==> src/rtl/pc_flag_unit_pkg.sv <==
// Shared types for the PC / branch-resolution stage.
package pc_flag_unit_pkg;

    localparam int PC_W_DEF  = 10;
    localparam int CNT_W_DEF = 16;

    typedef enum logic [1:0] {
        BR_NONE   = 2'd0,
        BR_UNCOND = 2'd1,
        BR_LT     = 2'd2,
        BR_EQ     = 2'd3
    } br_type_t;

    typedef enum logic [1:0] {
        IDLE = 2'd0,
        RUN  = 2'd1,
        DONE = 2'd2
    } pc_state_t;

    // Branch decision from the stored (registered) flags only.
    function automatic logic branch_taken(input br_type_t br, input logic f_eq, input logic f_lt);
        return (br == BR_UNCOND) | ((br == BR_LT) & f_lt) | ((br == BR_EQ) & f_eq);
    endfunction

endpackage

==> src/rtl/pc_flag_unit_flag_reg.sv <==
// Architectural compare-flag storage: write enable plus synchronous clear.
module pc_flag_unit_flag_reg (
    input  logic clk,
    input  logic rst,
    input  logic clr,
    input  logic wr_en,
    input  logic eq_in,
    input  logic lt_in,
    output logic flag_eq,
    output logic flag_lt
);

    logic [1:0] flags_d;
    logic [1:0] flags_q;

    // Next flag value: clear on launch wins over a write.
    always_comb begin
        flags_d = flags_q;
        if (clr) begin
            flags_d = 2'b00;
        end else if (wr_en) begin
            flags_d = {eq_in, lt_in};
        end
    end

    // Flag register with synchronous reset.
    always_ff @(posedge clk) begin
        if (rst) begin
            flags_q <= 2'b00;
        end else begin
            flags_q <= flags_d;
        end
    end

    assign flag_eq = flags_q[1];
    assign flag_lt = flags_q[0];

endmodule

==> src/rtl/pc_flag_unit.sv <==
// PC sequencer and branch resolver sitting right after the ALU.
// Start/Halt/Done handshake: Start is a level sampled only in IDLE or DONE;
// Halt is honoured only in RUN; Done is high for every cycle spent in DONE.
module pc_flag_unit
    import pc_flag_unit_pkg::*;
#(
    parameter int PC_W  = PC_W_DEF,
    parameter int CNT_W = CNT_W_DEF
) (
    input  logic             Clk,
    input  logic             Reset,
    input  logic             Start,
    input  logic [PC_W-1:0]  StartAddr,
    input  logic             FlagWr,
    input  logic             EQ,
    input  logic             LT,
    input  br_type_t         BrType,
    input  logic [PC_W-1:0]  BrTarget,
    input  logic             Halt,
    output logic [PC_W-1:0]  PC,
    output logic             FlagEQ,
    output logic             FlagLT,
    output logic             Taken,
    output logic             Done,
    output logic [CNT_W-1:0] CycleCnt,
    output pc_state_t        state_dbg
);

    pc_state_t        state_d, state_q;
    logic [PC_W-1:0]  pc_d, pc_q;
    logic [CNT_W-1:0] cnt_d, cnt_q;
    logic             done_d, done_q;
    logic             flag_clr;
    logic             flag_wr;
    logic             taken;

    pc_flag_unit_flag_reg u_flag_reg (
        .clk     (Clk),
        .rst     (Reset),
        .clr     (flag_clr),
        .wr_en   (flag_wr),
        .eq_in   (EQ),
        .lt_in   (LT),
        .flag_eq (FlagEQ),
        .flag_lt (FlagLT)
    );

    // Next-state, PC, counter and flag-control decode.
    always_comb begin
        state_d  = state_q;
        pc_d     = pc_q;
        cnt_d    = cnt_q;
        flag_clr = 1'b0;
        flag_wr  = 1'b0;
        taken    = 1'b0;
        unique case (state_q)
            IDLE, DONE: begin
                if (Start) begin
                    state_d  = RUN;
                    pc_d     = StartAddr;
                    cnt_d    = '0;
                    flag_clr = 1'b1;
                end
            end
            RUN: begin
                taken = branch_taken(BrType, FlagEQ, FlagLT);
                // The halt cycle still counts as a RUN cycle.
                if (cnt_q != {CNT_W{1'b1}}) begin
                    cnt_d = cnt_q + CNT_W'(1);
                end
                if (Halt) begin
                    state_d = DONE;
                end else begin
                    pc_d    = taken ? BrTarget : pc_q + PC_W'(1);
                    flag_wr = FlagWr;
                end
            end
            default: begin
                state_d = IDLE;
            end
        endcase
        done_d = (state_d == DONE);
    end

    // State, PC, counter and Done registers with synchronous reset.
    always_ff @(posedge Clk) begin
        if (Reset) begin
            state_q <= IDLE;
            pc_q    <= '0;
            cnt_q   <= '0;
            done_q  <= 1'b0;
        end else begin
            state_q <= state_d;
            pc_q    <= pc_d;
            cnt_q   <= cnt_d;
            done_q  <= done_d;
        end
    end

    assign PC        = pc_q;
    assign Taken     = taken;
    assign Done      = done_q;
    assign CycleCnt  = cnt_q;
    assign state_dbg = state_q;

endmodule
==> config.mk <==
export PLATFORM = sky130hd
export DESIGN_NAME = pc_flag_unit
export DESIGN_NICKNAME = d
export VERILOG_FILES = /design/src/rtl/pc_flag_unit_pkg.sv /design/src/rtl/pc_flag_unit_flag_reg.sv /design/src/rtl/pc_flag_unit.sv
export SDC_FILE = /design/constraint.sdc
export NUM_CORES = 1
export LEC_CHECK = 0
export BUFFER_PORTS_ARGS = -buffer_cell sky130_fd_sc_hd__buf_2
export CAP_MARGIN = 20
export CORE_ASPECT_RATIO = 1.25
export CORE_MARGIN = 4
export CORE_UTILIZATION = 45
export CTS_CLUSTER_DIAMETER = 200
export CTS_CLUSTER_SIZE = 8
export DETAILED_ROUTE_END_ITERATION = 10
export GPL_ROUTABILITY_DRIVEN = 1
export PLACE_DENSITY = 0.82
export SETUP_SLACK_MARGIN = 0.2
export SYNTH_ARGS = -nofsm -noshare
export SYNTH_HDL_FRONTEND = slang
export SYNTH_SLANG_ARGS = --single-unit
==> constraint.sdc <==
create_clock -name Clk -period 2 [get_ports Clk]
set_clock_uncertainty 0.05 [all_clocks]
set_input_delay 0.4 -clock Clk [delete_from_list [all_inputs] [get_ports Clk]]
set_output_delay 0.4 -clock Clk [all_outputs]
set_load 0.02 [all_outputs]
==> flow_summary.json <==
{
  "die_y_um": 78.5,
  "hp-class": "in2reg",
  "vias": 1991,
  "met3_usage_pct": 5.29,
  "dr.first_iter.drc_count": 175,
  "first_global_vias": 1899,
  "dp_hpwl_um": 3840,
  "drc": 0,
  "cts_buffers": 5,
  "clkTransAtPathRegs_ns": 0.07,
  "fmax_mhz": 559,
  "p_int_uw": 996,
  "grt_max_degree": 16,
  "cp-start-kind": "register",
  "yosysTopAreaCellShare_pct": 34.7,
  "pre_cts_slack_ns": 0.104,
  "cts_tree": "yes",
  "synth_area_leader_cell": "dfxtp_1",
  "overflow": 0,
  "start_util_pct": 46.8,
  "swShare_pct": 30.1,
  "status": "finished, final reports clean",
  "post-route-period-util_pct": 89.4,
  "top_usage_layer": "met2",
  "ys_top_cells_by_area": "dfxtp_1 35%, nor2_1 8.8%, a211oi_1 4.6%",
  "synth_compound_area_share_pct": 25.9,
  "fin_setup_tns_ns": 0,
  "ir_worst_vdd_v": 0.000447,
  "grt_util_met1_pct": 23.2,
  "power_density_mw_per_mm2": 595,
  "cp_max_fo": 7,
  "clk_path_buf_depth": 2,
  "cts-root-buf": "clkbuf_8",
  "coreArea_mm2": 0.00382,
  "fin_crit_ns": 1.79,
  "p_seq_share_pct": 47.6,
  "drt-total-wl_um": 5200,
  "first_pass_iters": 4,
  "syn_inst": 225,
  "synth_xor_xnor_area_share_pct": 4.41,
  "finalSetupViolCount": 0,
  "netlist_area_mm2": 0.00179,
  "final_nets": 330,
  "async_flop_share_pct": 0,
  "numPortBuffers": 60,
  "met2_usage_pct": 36.4,
  "finalHoldViolCount": 0,
  "dieArea_mm2": 0.00505,
  "drive_gt1_share_pct": 37.7,
  "synth.area.mux_share_pct": 2.31,
  "antenna_found_initial": 0,
  "holdWs_ns": 0.324,
  "synth_nets": 256,
  "clk_latency_ns": 0.28,
  "viasPerCell": 5.62,
  "synth_sequential_area_ratio_pct": 34.7,
  "n_antenna_cell": 0,
  "wl_per_cell_um": 14.7,
  "synth_fa_ha_area_share_pct": 1.40,
  "synth.most_common_cell": "nor2_1",
  "power_switching_uw": 429,
  "fill_cells": 359,
  "comb_power_share_pct": 19.4,
  "synth_top_family_by_area": "simple AND/OR/NAND/NOR gates",
  "register_area_um2": 639,
  "synth_top_flop_cell": "dfxtp_1",
  "yosys-top-cells-count": "42 x nor2_1, 31 x dfxtp_1, 19 x nand2_1",
  "p_leak_nw": 1.02,
  "area_growth_pct": 34.1,
  "synth.distinct_cells": 51,
  "die_x_um": 64.4,
  "multi_input_comb_area_mm2": 0.00114,
  "grtUsageTotal_pct": 20.4,
  "critPathRequiredTime_ns": 2.12,
  "ys_ff_latch": 31,
  "clkSinkCount": 31,
  "setup_slack_ns": 0.211,
  "drtAntennaViolNets": 0,
  "yosys_warnings": 0,
  "finalMaxSlewViolations": 0,
  "place_congestion": 0.892,
  "ios": 61,
  "rsz0062_at_grt": "yes",
  "max-cap-violations": 0,
  "num_rows": 25,
  "critPathKind": "reg2reg",
  "arrival_ns": 1.90,
  "grt_pass1_wl_um": 8410,
  "maxSlewHeadroom_pct": 69.2,
  "synth_edf_count": 0,
  "worst_pin_slew_ns": 0.461,
  "cts_max_level": 2,
  "synthSimpleGateAreaFrac_pct": 27.0,
  "synth_area_per_cell_um2": 7.94,
  "end_kind": "register",
  "clock_power_share_pct": 33.0
}
metal layers:
metal | routed length [um] | part of all wire (%)
met3 | 388 | 7.5
met2 | 2740 | 53
met5 | 0 | 0
met4 | 71 | 1.4
met1 | 2010 | 39
cells in the final DEF, fill, tap and decap left out, types with 4 or more instances in the layout:
cell	instances
nor3_1	4
dfxtp_2	12
nand3_1	10
dfxtp_1	18
clkbuf_8	5
nand2_1	18
a211oi_1	9
buf_2	59
nand4_1	5
inv_1	7
a31oi_1	5
o21ai_0	4
nor2_1	40
xnor2_1	8
a21oi_1	12
buf_4	16
kinds of logic (layout without fill, tap and decap cells):
kind of cell	after synthesis	count (layout)
buffers and inverters	18	93
xor gates and xnor gates	9	9
muxes	4	4
adders and majority gates	2	2
AOI/OAI and AO/OA	61	61
and+or+nand+nor	100	100
DFF	31	31
area by class of cell:
class / instances / share of cell area [%]
timing repair buffer: 77 / 18.3
sequential: 31 / 26.7
tap: 54 / 2.82
multi-input combinational: 176 / 47.5
clock buffer: 5 / 2.87
inverter: 8 / 1.25
clock inverter: 3 / 0.627
power groups by stage:
stage          logic, mW  registers (mW)  clock network [mW]
6_report           0.277           0.678               0.470
2_1_floorplan      0.135           0.715                   0
5_1_grt            0.305           0.684               0.515
4_1_cts            0.268           0.676               0.487
3_3_place_gp       0.262           0.689                   0
3_5_place_dp       0.268           0.690                   0
path summary, 6_finish.rpt:
path                                       startpoint                    end  slack (ns)  depth (start not counted)
worst min register to register  u_flag_reg.flags_q[1]  u_flag_reg.flags_q[1]        0.43                          2
worst min-delay path                               EQ  u_flag_reg.flags_q[1]        0.32                          3
worst max register to register           state_dbg[0]           CycleCnt[13]        0.21                          5
worst max-delay path                     state_dbg[0]           CycleCnt[13]        0.21                          5
sequential cells by signal, indices dropped and copies added (netlist names):
| register | flops |
|---|---|
| Done | 1 |
| CycleCnt | 16 |
| PC | 10 |
| u_flag_reg.flags_q | 2 |
| state_dbg | 2 |
critical path, cell delays in order (launching register included):
cell and delay [ns]:
dfxtp_4 0.36, nand2b_4 0.17, a2111oi_4 0.38, o311a_4 0.26, nand4_1 0.13, mux2_4 0.32
repair_timing:
action,4_1_cts,5_1_grt
gates resized for setup,1,13
pin swaps,1,6
gates cloned,0,0
setup endpoints to repair,1,17
hold buffers,0,0
buffers inserted,3,5
metrics by stage:
stage / std cells / total power [mW] / utilization [%] / instance area [um^2]
after floorplan: 225 / 0.851 / - / 1820
after global placement: 338 / 0.951 / 57.8 / 2210
after detailed placement: 338 / 0.958 / 57.8 / 2210
after CTS: 349 / 1.43 / 60.8 / 2320
after global routing: 354 / 1.50 / 62.8 / 2400
final: 354 / 1.42 / 62.8 / 2400
Power figures use the tool's default switching activity.
